==> src/rtl/mult_ctrl_if.sv <==
// mult_ctrl_if: operand switches, button pulses and result bus of the
// sequential multiplier controller. The master side drives switches and
// buttons; the slave side (mult_ctrl) returns operands, product and status.
interface mult_ctrl_if #(
    parameter int WIDTH = 8
);
    logic [WIDTH-1:0]   sw;
    logic               btn_load_a;
    logic               btn_load_b;
    logic               btn_start;
    logic               btn_clear;
    logic [WIDTH-1:0]   op_a;
    logic [WIDTH-1:0]   op_b;
    logic [2*WIDTH-1:0] product;
    logic               busy;
    logic               done;

    modport master (
        output sw, btn_load_a, btn_load_b, btn_start, btn_clear,
        input  op_a, op_b, product, busy, done
    );

    modport slave (
        input  sw, btn_load_a, btn_load_b, btn_start, btn_clear,
        output op_a, op_b, product, busy, done
    );
endinterface

==> src/rtl/mult_ctrl.sv <==
// mult_ctrl: button-driven sequencing controller for a shift-add multiplier.
// Captures two WIDTH-bit operands from the switches, multiplies them one
// multiplier bit per cycle (exactly WIDTH cycles) and holds the product.
// Button priority: clear > start > load_a > load_b.
// Optional feature: define MULT_CTRL_SIGNED_EN for two's complement operands
// and product (magnitudes are multiplied, result negated on sign mismatch).
module mult_ctrl #(
    parameter int WIDTH = 8
) (
    input  logic         clk,
    input  logic         rst,
    mult_ctrl_if.slave   bus
);
    localparam int CW = (WIDTH > 1) ? $clog2(WIDTH) : 1;
    localparam logic [CW-1:0] CNT_LAST = CW'(WIDTH - 1);

    localparam logic [1:0] S_IDLE = 2'd0;
    localparam logic [1:0] S_RUN  = 2'd1;
    localparam logic [1:0] S_DONE = 2'd2;

    logic [1:0]         state_q,   state_d;
    logic [WIDTH-1:0]   op_a_q,    op_a_d;
    logic [WIDTH-1:0]   op_b_q,    op_b_d;
    logic [2*WIDTH-1:0] product_q, product_d;
    logic [WIDTH-1:0]   mcand_q,   mcand_d;
    logic [WIDTH-1:0]   mplier_q,  mplier_d;
    logic [2*WIDTH-1:0] acc_q,     acc_d;
    logic [CW-1:0]      cnt_q,     cnt_d;
    logic               busy_q,    busy_d;
    logic               done_q,    done_d;

    logic [WIDTH:0]     sum_s;
    logic [2*WIDTH-1:0] acc_step_s;
    logic [2*WIDTH-1:0] result_s;
    logic [WIDTH-1:0]   start_mcand_s;
    logic [WIDTH-1:0]   start_mplier_s;

`ifdef MULT_CTRL_SIGNED_EN
    logic               neg_q, neg_d;

    // Unsigned magnitude of a two's complement value; the most negative
    // value maps onto itself, which is its correct unsigned magnitude.
    function automatic logic [WIDTH-1:0] mag_f(input logic [WIDTH-1:0] v);
        if (v[WIDTH-1]) begin
            return ~v + {{(WIDTH-1){1'b0}}, 1'b1};
        end else begin
            return v;
        end
    endfunction
`endif

    // Shift-add step: add multiplicand into the upper half when the current
    // multiplier bit is set (carry kept), then shift {carry, acc} right by one.
    always_comb begin
        sum_s      = {1'b0, acc_q[2*WIDTH-1:WIDTH]}
                   + {1'b0, (mplier_q[0] ? mcand_q : {WIDTH{1'b0}})};
        acc_step_s = (2*WIDTH)'({sum_s, acc_q[WIDTH-1:0]} >> 1);
`ifdef MULT_CTRL_SIGNED_EN
        start_mcand_s  = mag_f(op_a_q);
        start_mplier_s = mag_f(op_b_q);
        if (neg_q) begin
            result_s = ~acc_step_s + {{(2*WIDTH-1){1'b0}}, 1'b1};
        end else begin
            result_s = acc_step_s;
        end
`else
        start_mcand_s  = op_a_q;
        start_mplier_s = op_b_q;
        result_s       = acc_step_s;
`endif
    end

    // Next-state and register-update logic for the controller FSM.
    always_comb begin
        state_d   = state_q;
        op_a_d    = op_a_q;
        op_b_d    = op_b_q;
        product_d = product_q;
        mcand_d   = mcand_q;
        mplier_d  = mplier_q;
        acc_d     = acc_q;
        cnt_d     = cnt_q;
`ifdef MULT_CTRL_SIGNED_EN
        neg_d     = neg_q;
`endif
        if (bus.btn_clear) begin
            state_d   = S_IDLE;
            op_a_d    = {WIDTH{1'b0}};
            op_b_d    = {WIDTH{1'b0}};
            product_d = {(2*WIDTH){1'b0}};
            mcand_d   = {WIDTH{1'b0}};
            mplier_d  = {WIDTH{1'b0}};
            acc_d     = {(2*WIDTH){1'b0}};
            cnt_d     = {CW{1'b0}};
`ifdef MULT_CTRL_SIGNED_EN
            neg_d     = 1'b0;
`endif
        end else begin
            case (state_q)
                S_IDLE, S_DONE: begin
                    if (bus.btn_start) begin
                        state_d  = S_RUN;
                        mcand_d  = start_mcand_s;
                        mplier_d = start_mplier_s;
                        acc_d    = {(2*WIDTH){1'b0}};
                        cnt_d    = {CW{1'b0}};
`ifdef MULT_CTRL_SIGNED_EN
                        neg_d    = op_a_q[WIDTH-1] ^ op_b_q[WIDTH-1];
`endif
                    end else if (bus.btn_load_a) begin
                        state_d = S_IDLE;
                        op_a_d  = bus.sw;
                    end else if (bus.btn_load_b) begin
                        state_d = S_IDLE;
                        op_b_d  = bus.sw;
                    end else begin
                        state_d = state_q;
                    end
                end
                S_RUN: begin
                    acc_d    = acc_step_s;
                    mplier_d = mplier_q >> 1;
                    cnt_d    = cnt_q + {{(CW-1){1'b0}}, 1'b1};
                    if (cnt_q == CNT_LAST) begin
                        state_d   = S_DONE;
                        product_d = result_s;
                    end else begin
                        state_d = S_RUN;
                    end
                end
                default: begin
                    state_d = S_IDLE;
                end
            endcase
        end
        busy_d = (state_d == S_RUN);
        done_d = (state_d == S_DONE);
    end

    // State and datapath registers with asynchronous active-low reset.
    always_ff @(posedge clk or negedge rst) begin
        if (!rst) begin
            state_q   <= S_IDLE;
            op_a_q    <= {WIDTH{1'b0}};
            op_b_q    <= {WIDTH{1'b0}};
            product_q <= {(2*WIDTH){1'b0}};
            mcand_q   <= {WIDTH{1'b0}};
            mplier_q  <= {WIDTH{1'b0}};
            acc_q     <= {(2*WIDTH){1'b0}};
            cnt_q     <= {CW{1'b0}};
            busy_q    <= 1'b0;
            done_q    <= 1'b0;
`ifdef MULT_CTRL_SIGNED_EN
            neg_q     <= 1'b0;
`endif
        end else begin
            state_q   <= state_d;
            op_a_q    <= op_a_d;
            op_b_q    <= op_b_d;
            product_q <= product_d;
            mcand_q   <= mcand_d;
            mplier_q  <= mplier_d;
            acc_q     <= acc_d;
            cnt_q     <= cnt_d;
            busy_q    <= busy_d;
            done_q    <= done_d;
`ifdef MULT_CTRL_SIGNED_EN
            neg_q     <= neg_d;
`endif
        end
    end

    assign bus.op_a    = op_a_q;
    assign bus.op_b    = op_b_q;
    assign bus.product = product_q;
    assign bus.busy    = busy_q;
    assign bus.done    = done_q;
endmodule
==> src/flat_wrapper.sv <==
// flat-port wrapper written by rule: the top's interface ports become plain ports
module mult_ctrl_flat 
#(
    parameter int WIDTH = 8
)
  (clk, rst, bus_sw, bus_btn_load_a, bus_btn_load_b, bus_btn_start, bus_btn_clear, bus_op_a, bus_op_b, bus_product, bus_busy, bus_done);
  mult_ctrl_if #(.WIDTH(WIDTH)) bus_i ();
  input  logic clk;
  input  logic rst;
  input wire logic [$bits(bus_i.sw)-1:0] bus_sw;
  input wire logic [$bits(bus_i.btn_load_a)-1:0] bus_btn_load_a;
  input wire logic [$bits(bus_i.btn_load_b)-1:0] bus_btn_load_b;
  input wire logic [$bits(bus_i.btn_start)-1:0] bus_btn_start;
  input wire logic [$bits(bus_i.btn_clear)-1:0] bus_btn_clear;
  output wire logic [$bits(bus_i.op_a)-1:0] bus_op_a;
  output wire logic [$bits(bus_i.op_b)-1:0] bus_op_b;
  output wire logic [$bits(bus_i.product)-1:0] bus_product;
  output wire logic [$bits(bus_i.busy)-1:0] bus_busy;
  output wire logic [$bits(bus_i.done)-1:0] bus_done;
  assign bus_i.sw = bus_sw;
  assign bus_i.btn_load_a = bus_btn_load_a;
  assign bus_i.btn_load_b = bus_btn_load_b;
  assign bus_i.btn_start = bus_btn_start;
  assign bus_i.btn_clear = bus_btn_clear;
  assign bus_op_a = bus_i.op_a;
  assign bus_op_b = bus_i.op_b;
  assign bus_product = bus_i.product;
  assign bus_busy = bus_i.busy;
  assign bus_done = bus_i.done;
  mult_ctrl #(.WIDTH(WIDTH)) u_core (.clk(clk), .rst(rst), .bus(bus_i));
endmodule
==> config.mk <==
export PLATFORM = sky130hd
export DESIGN_NAME = mult_ctrl_flat
export DESIGN_NICKNAME = d
export VERILOG_FILES = /design/src/rtl/mult_ctrl_if.sv /design/src/rtl/mult_ctrl.sv /design/src/flat_wrapper.sv
export SDC_FILE = /design/constraint.sdc
export NUM_CORES = 1
export LEC_CHECK = 0
export ABC_AREA = 1
export CORE_UTILIZATION = 45
export DETAILED_ROUTE_END_ITERATION = 12
export GPL_TIMING_DRIVEN = 0
export PLACE_DENSITY = 0.76
export SYNTH_ARGS = -nofsm -noshare
export SYNTH_HDL_FRONTEND = slang
export SYNTH_SLANG_ARGS = --single-unit
==> constraint.sdc <==
create_clock -name clk -period 4 [get_ports clk]
set_clock_uncertainty 0.2 [all_clocks]
set_input_delay 0.8 -clock clk [delete_from_list [all_inputs] [get_ports clk]]
set_output_delay 0.8 -clock clk [all_outputs]
set_load 0.01 [all_outputs]
Word-level counts from Yosys, hierarchy flattened
Cells that the tools add are included.

Bits in read-only memories: 0. Memories kept: 0. Latch bits: 0. Word-level logic and storage cells: 65. Bits of input ports: 14. Bits in writable memories: 0. Register bits: 71.

Multiplexer cells: 31. Divide/modulo/power cells: 0. Add/sub/neg operators: 2. Bitwise logic cells: 0. Multipliers: 0. Reductions and logical operators: 14. Shift operators: 0. Equal/unequal tests: 8. Magnitude comparators: 0.

Operators by type and width (number): $mux 8 (15); $mux 16 (5); $pmux 16 s2 (1); $pmux 8 s2 (1); $reduce_bool 2->1 (6); $mux 2 (5); $add 8x8->9 (1); $mux 3 (2); $pmux 3 s2 (1); $reduce_and 2->1 (3); $eq 2x1->1 const B (2); $eq 2x2->1 const B (2); $ne 2x1->1 const B (2); $pmux 2 s2 (1); $reduce_and 4->1 (1); $add 3x1->3 const B (1); $eq 3x3->1 const B (1); $ne 3x3->1 const B (1); $reduce_and 3->1 (1); $reduce_bool 3->1 (1); $logic_not 2->1 (1); $reduce_or 2->1 (1).

Depth between registers and ports, before layout
Gate-level depths: netlist of the first run.

Word-level depth: 6. Mapped depth: 12. Mapped depth without buffers: 11.

Worst setup path after synthesis of the first run
OpenSTA, ideal clock, no wires.

Kind: flip-flop to flip-flop. From: reg u_core.mplier_q[0]. To: reg u_core.product_q[11] (netlist: u_core.bus.product[11]). Required time: 3.717 ns. Cell stages (with the launch flop): 12. Arrival time: 1.647 ns. Path buffers: 1. Period minus slack after synthesis: 1.929 ns. Setup slack: 2.071 ns. Setup time: 0.083 ns. Path through: dfrtp_1 -> buf_2 -> nand2_1 -> inv_1 -> ha_1 -> fa_1 -> nand2_1 -> nand2_1 -> nand2_1 -> xnor2_1 -> nand2_1 -> o21ai_0.

Longest elaborated chain between the ends: 5.

Ends and longest elaborated chain: start: declaration (line mult_ctrl.sv:26) `logic [WIDTH-1:0] mplier_q, mplier_d;`; start signal: assignment (line mult_ctrl.sv:148) `mplier_q <= {WIDTH{1'b0}};`; start signal: assignment (line mult_ctrl.sv:162) `mplier_q <= mplier_d;`; $mux 8 (line mult_ctrl.sv:56) `+ {1'b0, (mplier_q[0] ? mcand_q : {WIDTH{1'b0}})};`; $add 8x8->9 (line mult_ctrl.sv:56); $mux 16 (line mult_ctrl.sv:124) `if (cnt_q == CNT_LAST) begin`; $mux 16 (line mult_ctrl.sv:99) `case (state_q)`; $mux 16 (line mult_ctrl.sv:86) `if (bus.btn_clear) begin`; end signal: assignment (line mult_ctrl.sv:146) `product_q <= {(2*WIDTH){1'b0}};`; end signal: assignment (line mult_ctrl.sv:160) `product_q <= product_d;`; end: declaration (line mult_ctrl.sv:24) `logic [2*WIDTH-1:0] product_q, product_d;`.

No other way between the ends. The select of a mux whose other input is x is not followed. A chain may end at the register's enable or synchronous reset.

Worst setup path after layout of the first run
From: reg u_core.op_a_q[0] (netlist: u_core.bus.op_a[0]). To: out bus_op_a[0].

RTL lines: start: declaration (line mult_ctrl.sv:22) `logic [WIDTH-1:0] op_a_q, op_a_d;`; start signal: assignment (line mult_ctrl.sv:144) `op_a_q <= {WIDTH{1'b0}};`; start signal: assignment (line mult_ctrl.sv:158) `op_a_q <= op_a_d;`; end: declaration (line flat_wrapper.sv:15) `output wire logic [$bits(bus_i.op_a)-1:0] bus_op_a;`.

No word-level cell between the ends.

==> flow_metrics.env, run 1 <==
export IMPL_yosys_warnings=0
export IMPL_detail_route_drc_violations=0
export IMPL_antenna_left=0
export IMPL_synth_top_cell_area_share_pct=53.48
export IMPL_vias=2505
export IMPL_startpoint="u_core.bus.op_a[0]$_DFFE_PN0P_"
export IMPL_status="finished clean"
export IMPL_cpPeakStageDelay_ns=0.55
export IMPL_worstSetupPathType="reg -> out"
export IMPL_syn_nets=376
export IMPL_total_power_uw=1412
export IMPL_setup_viol=0
export IMPL_crit_buf_inv=1
export IMPL_power_static_leakage_uw=0.002077
export IMPL_netlist_area_sq_mm=0.003276
export IMPL_slew_headroom_pct=43.16
export IMPL_synth_avg_cell_area_sq_um=9.332
export IMPL_fmax_ghz=0.4383
export IMPL_hold_viol=0
export IMPL_die_w_um=87.32
export IMPL_grt_max_degree=71
export IMPL_stdcell_count=508
export IMPL_clockBufferDepth=2
export IMPL_path_depth=1
export IMPL_slew_viol_final=0
export IMPL_path_clk_slew_ns=0.07
export IMPL_drive_above_1_share_pct=10.92
export IMPL_first_global_vias=2481
export IMPL_grt_pass1_wl_um=11570
export IMPL_hp_start="u_core.bus.product[2]$_DFFE_PN0P_"
export IMPL_antenna_found_initial=0
export IMPL_crit_chain="clkdlybuf4s50_1"
export IMPL_use_met2_pct=32.46
export IMPL_start_util_pct=47.43
export IMPL_startpoint_type="flip-flop"
export IMPL_row_count=30
export IMPL_drv_cap=0
export IMPL_area_delta_synth_final_pct=22.69
export IMPL_rsz0062_at_grt="no"
export IMPL_pin_count=48
export IMPL_r2r_start="u_core.mplier_q[0]$_DFFE_PN0P_"
export IMPL_rr_worst_depth=11
export IMPL_yosys_area_top_type="dfrtp_1"
export IMPL_die_h_um=87.32
export IMPL_gr_max_usage_layer="met2"
export IMPL_synth_cells=351
export IMPL_critPathRequiredTime_ns=3.00
export IMPL_root_buffer="clkbuf_8"
export IMPL_async_reset_ff_share_pct=100.0
export IMPL_gp_congestion=0.8047
export IMPL_synth_ff_latch_count=70
export IMPL_cp_arrival_ns=1.28
export IMPL_timing_setup_tns_ns=0
export IMPL_yosysMostFrequentCell="nand2_1"
export IMPL_synth_edf_count=0
export IMPL_die_area_sq_mm=0.007625
export IMPL_overflow=0
export IMPL_critical_path_top_delay_family="buffers and inverters"
export IMPL_power_density_mw_per_mm2=351.4
export IMPL_critPathSlowestCell="clkdlybuf4s50_1"
export IMPL_placed_cell_area_sq_mm=0.003864
export IMPL_wl_um=6682
export IMPL_synth_area_top_cells="dfrtp_1, nand2_1, o21ai_0"
export IMPL_synth_ff_type="dfrtp_1"
export IMPL_clock_sinks=70
export IMPL_grt_use_met3_pct=3.412
export IMPL_cp_endpoint="bus_op_a[0]"
export IMPL_grt_use_met1_pct=26.67
export IMPL_nets=434
export IMPL_post_dp_hpwl_um=4837
export IMPL_n_antenna_cell=0
export IMPL_ir_drop_mv=0.2257
export IMPL_dp_cells=494
export IMPL_htree_levels=3
export IMPL_synth_cell_types=32
export IMPL_grtUsageTotal_pct=20.07
export IMPL_period_needed_ns=2.281
export IMPL_worstMarginPinSlew_ns=0.8526
export IMPL_design_area_sq_mm=0.004019
export IMPL_cts_setup_buffers=0
export IMPL_timing_rr_end="u_core.bus.product[11]$_DFFE_PN0P_"
export IMPL_hp_class="reg -> reg"
export IMPL_wire_per_inst_um=13.15
export IMPL_post_cts_resized=0
export IMPL_insertion_delay_ns=0.34
export IMPL_synth_seq_area_share_pct=53.48
export IMPL_vias_per_cell=4.931
export IMPL_fin_crit_sh_pct=57.04
export IMPL_core_area_sq_mm=0.006907
export IMPL_numCtsBuffers=9
export IMPL_crit_fanout=2
export IMPL_drt_iter0_drc=107
export IMPL_regToRegSetupSlack_ns=1.85
export IMPL_fill_cells=629
export IMPL_synth_commonest_cells="nand2_1, dfrtp_1, inv_1"
export IMPL_endpoint_kind="primary output"
export IMPL_numPortBuffers=47
export IMPL_drtPass1Iterations=4
export IMPL_cts_hold_buffers=0
export IMPL_cts_tree="built"
-- final cells by class --
class	count	area, sq um	share of cell area, %
Buffer	10	78.83	1.961
Clock buffer	12	145.1	3.611
Clock inverter	2	10.01	0.2491
Inverter	50	200.2	4.981
Multi-Input combinational cell	221	1245	30.98
Sequential cell	70	1752	43.59
Tap cell	96	120.1	2.989
Timing Repair Buffer	47	467.9	11.64
-- cells by family after synthesis --
group / after synthesis / synth area share [%]
simple gates: 136 / 17.84
flops: 70 / 53.48
compound gates: 61 / 11.61
buf+inv: 60 / 8.518
mux: 11 / 3.590
fa+ha+maj: 11 / 4.431
xor+xnor: 2 / 0.5349
-- sequential cells by signal (all words and copies together), names as in the netlist --
name and cells:
u_core.state_q 2, u_core.acc_q 15, u_core.mcand_q 8, u_core.cnt_q 3, u_core.bus.done 1, u_core.bus.product 16
u_core.bus.op_a 8, u_core.mplier_q 8, u_core.bus.op_b 8, u_core.bus.busy 1
-- cells in the final DEF (no fill, tap or decap), drive strengths merged --
master,count
a21oi,9
a22o,2
a32o,7
buf,9
clkbuf,14
clkdlybuf4s50,46
clkinv,2
dfrtp,70
fa,1
ha,10
inv,50
mux2,6
mux2i,5
nand2,104
nand3,13
nand3b,1
nand4,3
nor2,14
o21a,1
o21ai,38
o22ai,4
or2,1
xnor2,1
xor2,1
-- metal layers --
metal  vias up  part of all wire (%)
li1       1261                     -
met1      1167                    49
met5         -                     0
met4         0                   1.8
met3        14                   3.5
met2        63                    46
-- metrics by stage --
stage | setup WS (ns) | util (%) | hold slack [ns]
finish | 1.719 | 58.19 | 0.2821
global route | 1.680 | 58.19 | 0.3028
CTS | 1.709 | 58.19 | 0.2855
detailed placement | 1.484 | 55.94 | 0.2670
global placement | -0.3693 | 55.98 | 0.2564
floorplan | 2.071 | - | 0.2422
-- power breakdown --
part | internal [uW] | switching (uW) | leakage, uW | total, uW
Combinational | 79.1 | 106 | 0.00104 | 185
Sequential | 738 | 19.7 | 0.000954 | 758
Clock | 233 | 236 | 0.0000821 | 469
Total | 1050 | 362 | 0.00208 | 1410
-- how the worst min path moves through the flow --
stage,to,cells after the start
after floorplan,u_core.acc_q[2]$_DFFE_PN0P_,2
after global placement,u_core.acc_q[1]$_DFFE_PN0P_,2
after detailed placement,u_core.bus.product[13]$_DFFE_PN0P_,2
after CTS,u_core.bus.product[13]$_DFFE_PN0P_,2
after global routing,u_core.bus.product[13]$_DFFE_PN0P_,2
final,u_core.bus.product[2]$_DFFE_PN0P_,2
Note: power is estimated with default switching activity, not from simulation.
==> inputs of run 2 (changes only) <==
--- a/config.mk
+++ b/config.mk
@@ -9,7 +9,7 @@
 export CORE_UTILIZATION = 45
 export DETAILED_ROUTE_END_ITERATION = 12
 export GPL_TIMING_DRIVEN = 0
-export PLACE_DENSITY = 0.76
+export PLACE_DENSITY = 0.79
 export SYNTH_ARGS = -nofsm -noshare
 export SYNTH_HDL_FRONTEND = slang
 export SYNTH_SLANG_ARGS = --single-unit
==> constraint.sdc (replaced) <==
create_clock -name clk -period 1.9 [get_ports clk]
set_clock_uncertainty 0.2 [all_clocks]
set_input_delay 0.38 -clock clk [delete_from_list [all_inputs] [get_ports clk]]
set_output_delay 0.38 -clock clk [all_outputs]
set_load 0.01 [all_outputs]
==> flow_metrics.env, run 2 (synthesized netlist as in run 1, its figures left out) <==
export IMPL_cp_arrival_ns=2.03
export IMPL_startpoint="u_core.mplier_q[0]$_DFFE_PN0P_"
export IMPL_setup_ws_ns=-0.05647
export IMPL_grt_pass1_wl_um=11660
export IMPL_drv_cap=0
export IMPL_fill_cells=615
export IMPL_antenna_left=0
export IMPL_crit_fanout=6
export IMPL_die_h_um=87.32
export IMPL_largest_register_ffs=16
export IMPL_final_cell_mix="nand2_1, dfrtp_1, clkdlybuf4s50_1, inv_1, o21ai_0"
export IMPL_slew_headroom_pct=43.40
export IMPL_setup_viol=2
export IMPL_nets=438
export IMPL_antenna_found_initial=0
export IMPL_ir_drop_mv=0.4627
export IMPL_final_common_cell="nand2_1"
export IMPL_final_core_util_pct=60.89
export IMPL_timing_setup_tns_ns=-0.07007
export IMPL_period_needed_ns=1.956
export IMPL_endpoint_kind="flip-flop"
export IMPL_slew_viol_final=0
export IMPL_worstSetupPathType="reg -> reg"
export IMPL_stdcell_count=513
export IMPL_grt_max_degree=71
export IMPL_worstMarginPinSlew_ns=0.8490
export IMPL_fmax_ghz=0.5111
export IMPL_die_area_sq_mm=0.007625
export IMPL_grtUsageTotal_pct=20.33
export IMPL_cts_tree="built"
export IMPL_drtPass1Iterations=4
export IMPL_critPathRequiredTime_ns=1.98
export IMPL_power_static_leakage_uw=0.002123
export IMPL_regToRegSetupSlack_ns=-0.06
export IMPL_n_antenna_cell=0
export IMPL_wl_um=7022
export IMPL_startpoint_type="flip-flop"
export IMPL_htree_levels=3
export IMPL_wire_per_inst_um=13.69
export IMPL_drt_iter0_drc=181
export IMPL_first_global_vias=2431
export IMPL_fin_crit_sh_pct=103.0
export IMPL_r2r_start="u_core.mplier_q[0]$_DFFE_PN0P_"
export IMPL_hp_class="reg -> reg"
export IMPL_overflow=0
export IMPL_total_power_uw=3050
export IMPL_numPortBuffers=47
export IMPL_detail_route_drc_violations=0
export IMPL_insertion_delay_ns=0.35
export IMPL_hp_start="u_core.bus.product[14]$_DFFE_PN0P_"
export IMPL_rsz0062_at_grt="yes"
export IMPL_numCtsBuffers=9
export IMPL_vias_per_cell=5.084
export IMPL_root_buffer="clkbuf_8"
export IMPL_drive_above_1_share_pct=17.51
export IMPL_pin_count=48
export IMPL_post_dp_hpwl_um=4927
export IMPL_violations="setup timing"
export IMPL_clockBufferDepth=2
export IMPL_gp_congestion=0.8116
export IMPL_vias=2608
export IMPL_row_count=30
export IMPL_dp_cells=494
export IMPL_path_clk_slew_ns=0.07
export IMPL_start_util_pct=47.43
export IMPL_hold_viol=0
export IMPL_die_w_um=87.32
export IMPL_power_density_mw_per_mm2=725.3
export IMPL_area_delta_synth_final_pct=28.38
export IMPL_status="finished with violations"
export IMPL_clock_sinks=70
export IMPL_core_area_sq_mm=0.006907
==> run 2: changes by cell type in the layout (fill, tap and decap cells not counted), moves of 3 or more <==
| cell | delta |
|---|---|
| o21ai_0 | -3 |
| ha_4 | +5 |
| buf_4 | +3 |
| ha_1 | -7 |
| o21ai_1 | +3 |
| a21oi_2 | +3 |
| nand2_1 | -7 |
| inv_1 | -3 |
| a21oi_1 | -3 |
| nand2_2 | +6 |
==> run 2: final cells by class <==
class                      count  area (sq um)  area share [%]
timing repair buffer          52         516.7           12.29
clock inverter                 1         5.005          0.1190
tap                           96         120.1           2.856
sequential                    70          1753           41.68
multi-input combinational    221          1366           32.49
clock buffer                  14         162.7           3.868
inverter                      50         205.2           4.880
buffer                         9         76.32           1.815
==> run 2: worst paths after layout <==
kind	to	cells past startpoint
max	u_core.bus.product[11]$_DFFE_PN0P_	10
min	u_core.bus.product[14]$_DFFE_PN0P_	2
max reg2reg	u_core.bus.product[11]$_DFFE_PN0P_	10
min reg2reg	u_core.bus.product[14]$_DFFE_PN0P_	2
max in group asynchronous	u_core.mplier_q[0]$_DFFE_PN0P_	2
min in group asynchronous	u_core.bus.product[12]$_DFFE_PN0P_	2
==> run 2: critical path: stages (launching register included) <==
cell	delay [ns]
dfrtp_2	0.46
nand2_2	0.09
inv_2	0.04
ha_4	0.15
fa_2	0.35
nand2_2	0.07
nand2_2	0.06
nand2_2	0.10
xnor2_2	0.11
nand2_1	0.10
o21ai_1	0.14
==> run 2: through the flow <==
stage / hold slack, ns / setup slack (ns) / instance area [sq um]
floorplan: -0.1156 / 0.01850 / 3278
global placement: 0.2566 / -2.024 / 3869
detailed placement: 0.2666 / -0.2131 / 3866
CTS: 0.2836 / -0.07981 / 4083
global route: 0.3061 / -0.1339 / 4205
finish: 0.2746 / -0.05647 / 4205
==> run 2: layer usage <==
layer / global-route usage (%) / routed length (um) / share of wire [%] / vias to the layer above
met5: 0 / 0 / 0 / -
met4: 5.961 / 90 / 1.3 / 0
met3: 5.877 / 327 / 4.7 / 11
met2: 33.17 / 3351 / 48 / 67
met1: 26.32 / 3252 / 46 / 1258
li1: - / - / - / 1272
==> run 2: where the power goes <==
part           switching [uW]  leakage (uW)  internal (uW)
sequential               48.3      0.000952           1550
combinational             228       0.00108            176
clock                     506     0.0000865            538
total                     782       0.00212           2270
==> run 2: timing repair <==
| item | CTS | global route |
|---|---|---|
| resized for setup | 6 | 31 |
| endpoints found under the setup margin | 9 | 19 |
| hold endpoints to repair | 70 | 0 |
| hold buffers | 1 | 0 |
| buffers inserted | 2 | 2 |
| pin swaps | 4 | 15 |
| gates cloned | 0 | 0 |
==> inputs of run 3 (changes only) <==
--- a/config.mk
+++ b/config.mk
@@ -6,10 +6,11 @@
 export NUM_CORES = 1
 export LEC_CHECK = 0
 export ABC_AREA = 1
+export CAP_MARGIN = 20
 export CORE_UTILIZATION = 45
 export DETAILED_ROUTE_END_ITERATION = 12
 export GPL_TIMING_DRIVEN = 0
-export PLACE_DENSITY = 0.79
+export PLACE_DENSITY = 0.76
 export SYNTH_ARGS = -nofsm -noshare
 export SYNTH_HDL_FRONTEND = slang
 export SYNTH_SLANG_ARGS = --single-unit
==> constraint.sdc (replaced) <==
create_clock -name clk -period 2.14 [get_ports clk]
set_clock_uncertainty 0.2 [all_clocks]
set_input_delay 0.428 -clock clk [delete_from_list [all_inputs] [get_ports clk]]
set_output_delay 0.428 -clock clk [all_outputs]
set_load 0.01 [all_outputs]
==> flow_metrics.env, run 3 (synthesized netlist as in run 1, its figures left out) <==
export IMPL_final_common_cell="nand2_1"
export IMPL_core_area_sq_mm=0.006907
export IMPL_path_depth=9
export IMPL_whs_ns=-0.01959
export IMPL_cts_hold_buffers=0
export IMPL_endpoint_kind="flip-flop"
export IMPL_power_static_leakage_uw=0.002078
export IMPL_vias_per_cell=4.927
export IMPL_die_area_sq_mm=0.007625
export IMPL_antenna_found_initial=0
export IMPL_status="finished with violations"
export IMPL_slew_viol_final=0
export IMPL_startpoint_type="flip-flop"
export IMPL_pin_count=48
export IMPL_crit_fanout=6
export IMPL_violations="hold timing"
export IMPL_place_ws_ns=-0.003740
export IMPL_worstMarginPinSlew_ns=0.8502
export IMPL_setup_ws_ns=0.1102
export IMPL_slew_headroom_pct=43.32
export IMPL_nets=435
export IMPL_crit_buf_inv=2
export IMPL_power_internal_uw=1964
export IMPL_rr_worst_depth=9
export IMPL_grt_max_degree=71
export IMPL_final_cell_mix="nand2_1, dfrtp_1, clkdlybuf4s50_1, inv_1, o21ai_0"
export IMPL_crit_chain="clkbuf_2 > nand2_1 > inv_1 > ha_1 > or2_2 > nand2_2 > xnor2_1 > nand2_1 > o21ai_1"
export IMPL_fin_crit_sh_pct=94.85
export IMPL_fmax_ghz=0.4927
export IMPL_netSwitchingFraction_pct=25.64
export IMPL_die_h_um=87.32
export IMPL_insertion_delay_ns=0.34
export IMPL_rsz0062_at_grt="no"
export IMPL_detail_route_drc_violations=0
export IMPL_start_util_pct=47.43
export IMPL_drt_iter0_drc=84
export IMPL_overflow=0
export IMPL_die_w_um=87.32
export IMPL_worstSetupPathType="reg -> reg"
export IMPL_ir_drop_mv=0.4226
export IMPL_critPathSlowestCell="dfrtp_2"
export IMPL_gp_congestion=0.8047
export IMPL_grtUsageTotal_pct=20.07
export IMPL_timing_rr_end="u_core.bus.product[11]$_DFFE_PN0P_"
export IMPL_p_switching_uw=677.1
export IMPL_power_frac_clock_pct=33.2
export IMPL_cp_common_cell="nand2_1"
export IMPL_r2r_start="u_core.mplier_q[0]$_DFFE_PN0P_"
export IMPL_regToRegSetupSlack_ns=0.11
export IMPL_power_density_mw_per_mm2=654.1
export IMPL_drtPass1Iterations=4
export IMPL_largest_register_ffs=16
export IMPL_htree_levels=3
export IMPL_clockBufferDepth=2
export IMPL_wl_um=6737
export IMPL_drive_above_1_share_pct=12.11
export IMPL_hp_class="in -> async"
export IMPL_startpoint="u_core.mplier_q[0]$_DFFE_PN0P_"
export IMPL_combPwrFrac_pct=13.0
export IMPL_n_antenna_cell=0
export IMPL_row_count=30
export IMPL_cts_tree="built"
export IMPL_cpPeakStageDelay_ns=0.45
export IMPL_numCtsBuffers=9
export IMPL_drv_cap=0
export IMPL_hold_viol=14
export IMPL_cp_arrival_ns=2.10
export IMPL_antenna_left=0
export IMPL_area_delta_synth_final_pct=23.26
export IMPL_fill_cells=627
export IMPL_wire_per_inst_um=13.24
export IMPL_first_global_vias=2489
export IMPL_pwr_share_seq_pct=53.8
export IMPL_path_clk_slew_ns=0.07
export IMPL_grt_pass1_wl_um=11580
export IMPL_period_needed_ns=2.030
export IMPL_root_buffer="clkbuf_8"
export IMPL_critPathRequiredTime_ns=2.21
export IMPL_setup_viol=0
export IMPL_clock_sinks=70
export IMPL_cp_endpoint="u_core.bus.product[11]$_DFFE_PN0P_"
export IMPL_vias=2508
export IMPL_critical_path_top_delay_family="simple AND/OR/NAND/NOR gates"
export IMPL_numPortBuffers=47
export IMPL_post_dp_hpwl_um=4837
## run 3: worst min-delay path by stage
stage,start,slack (ns),endpoint,cells after the start
2_1_floorplan,rst,-0.07,u_core.acc_q[10]$_DFFE_PN0P_,0
3_3_place_gp,u_core.acc_q[1]$_DFFE_PN0P_,0.26,u_core.acc_q[1]$_DFFE_PN0P_,2
3_5_place_dp,u_core.bus.product[13]$_DFFE_PN0P_,0.27,u_core.bus.product[13]$_DFFE_PN0P_,2
4_1_cts,rst,0.03,u_core.bus.product[12]$_DFFE_PN0P_,1
5_1_grt,rst,0.08,u_core.acc_q[12]$_DFFE_PN0P_,1
6_report,rst,-0.02,u_core.acc_q[12]$_DFFE_PN0P_,1
## run 3: layout make-up
class                           count  area (sq um)  share of cell area (%)
Sequential cell                    70          1753                   43.41
Multi-Input combinational cell    221          1255                   31.08
Timing Repair Buffer               49         480.5                   11.90
Inverter                           50         200.2                   4.958
Clock buffer                       12         145.1                   3.595
Tap cell                           96         120.1                   2.975
Buffer                              9         73.82                   1.828
Clock inverter                      2         10.01                  0.2479
## run 3: power by group through the flow
stage	clock network [uW]	logic (uW)	registers [uW]
after detailed placement	0	350	1440
after global routing	967	381	1430
final	877	343	1420
after floorplan	0	175	1450
after CTS	903	352	1420
after global placement	0	344	1440
## run 3: metal layers
layer  global-route usage (%)  share of wire [%]  wire, um  vias up
met4                    8.495                1.7       112        0
met5                        0                  0         0        -
li1                         -                  -         -     1261
met1                    26.55                 48      3201     1168
met2                    32.60                 47      3137       69
met3                    3.412                4.2       286       10
## run 3: what timing repair did
action                                  4_1_cts  5_1_grt
pin swaps                                     0        1
endpoints found under the setup margin        1        5
resized for setup                             1        5
setup buffers                                 0        2
gates cloned                                  0        0
## run 3: metrics by stage
stage | util, % | cell area, sq um | std cells | power [uW] | setup TNS [ns]
3_5_place_dp | 55.94 | 3864 | 494 | 1789 | -0.01563
3_3_place_gp | 55.98 | 3866 | 494 | 1783 | -129.73
6_report | 58.46 | 4038 | 509 | 2641 | 0
2_1_floorplan | - | 3276 | 351 | 1623 | 0
4_1_cts | 58.22 | 4021 | 508 | 2671 | 0
5_1_grt | 58.46 | 4038 | 509 | 2775 | 0
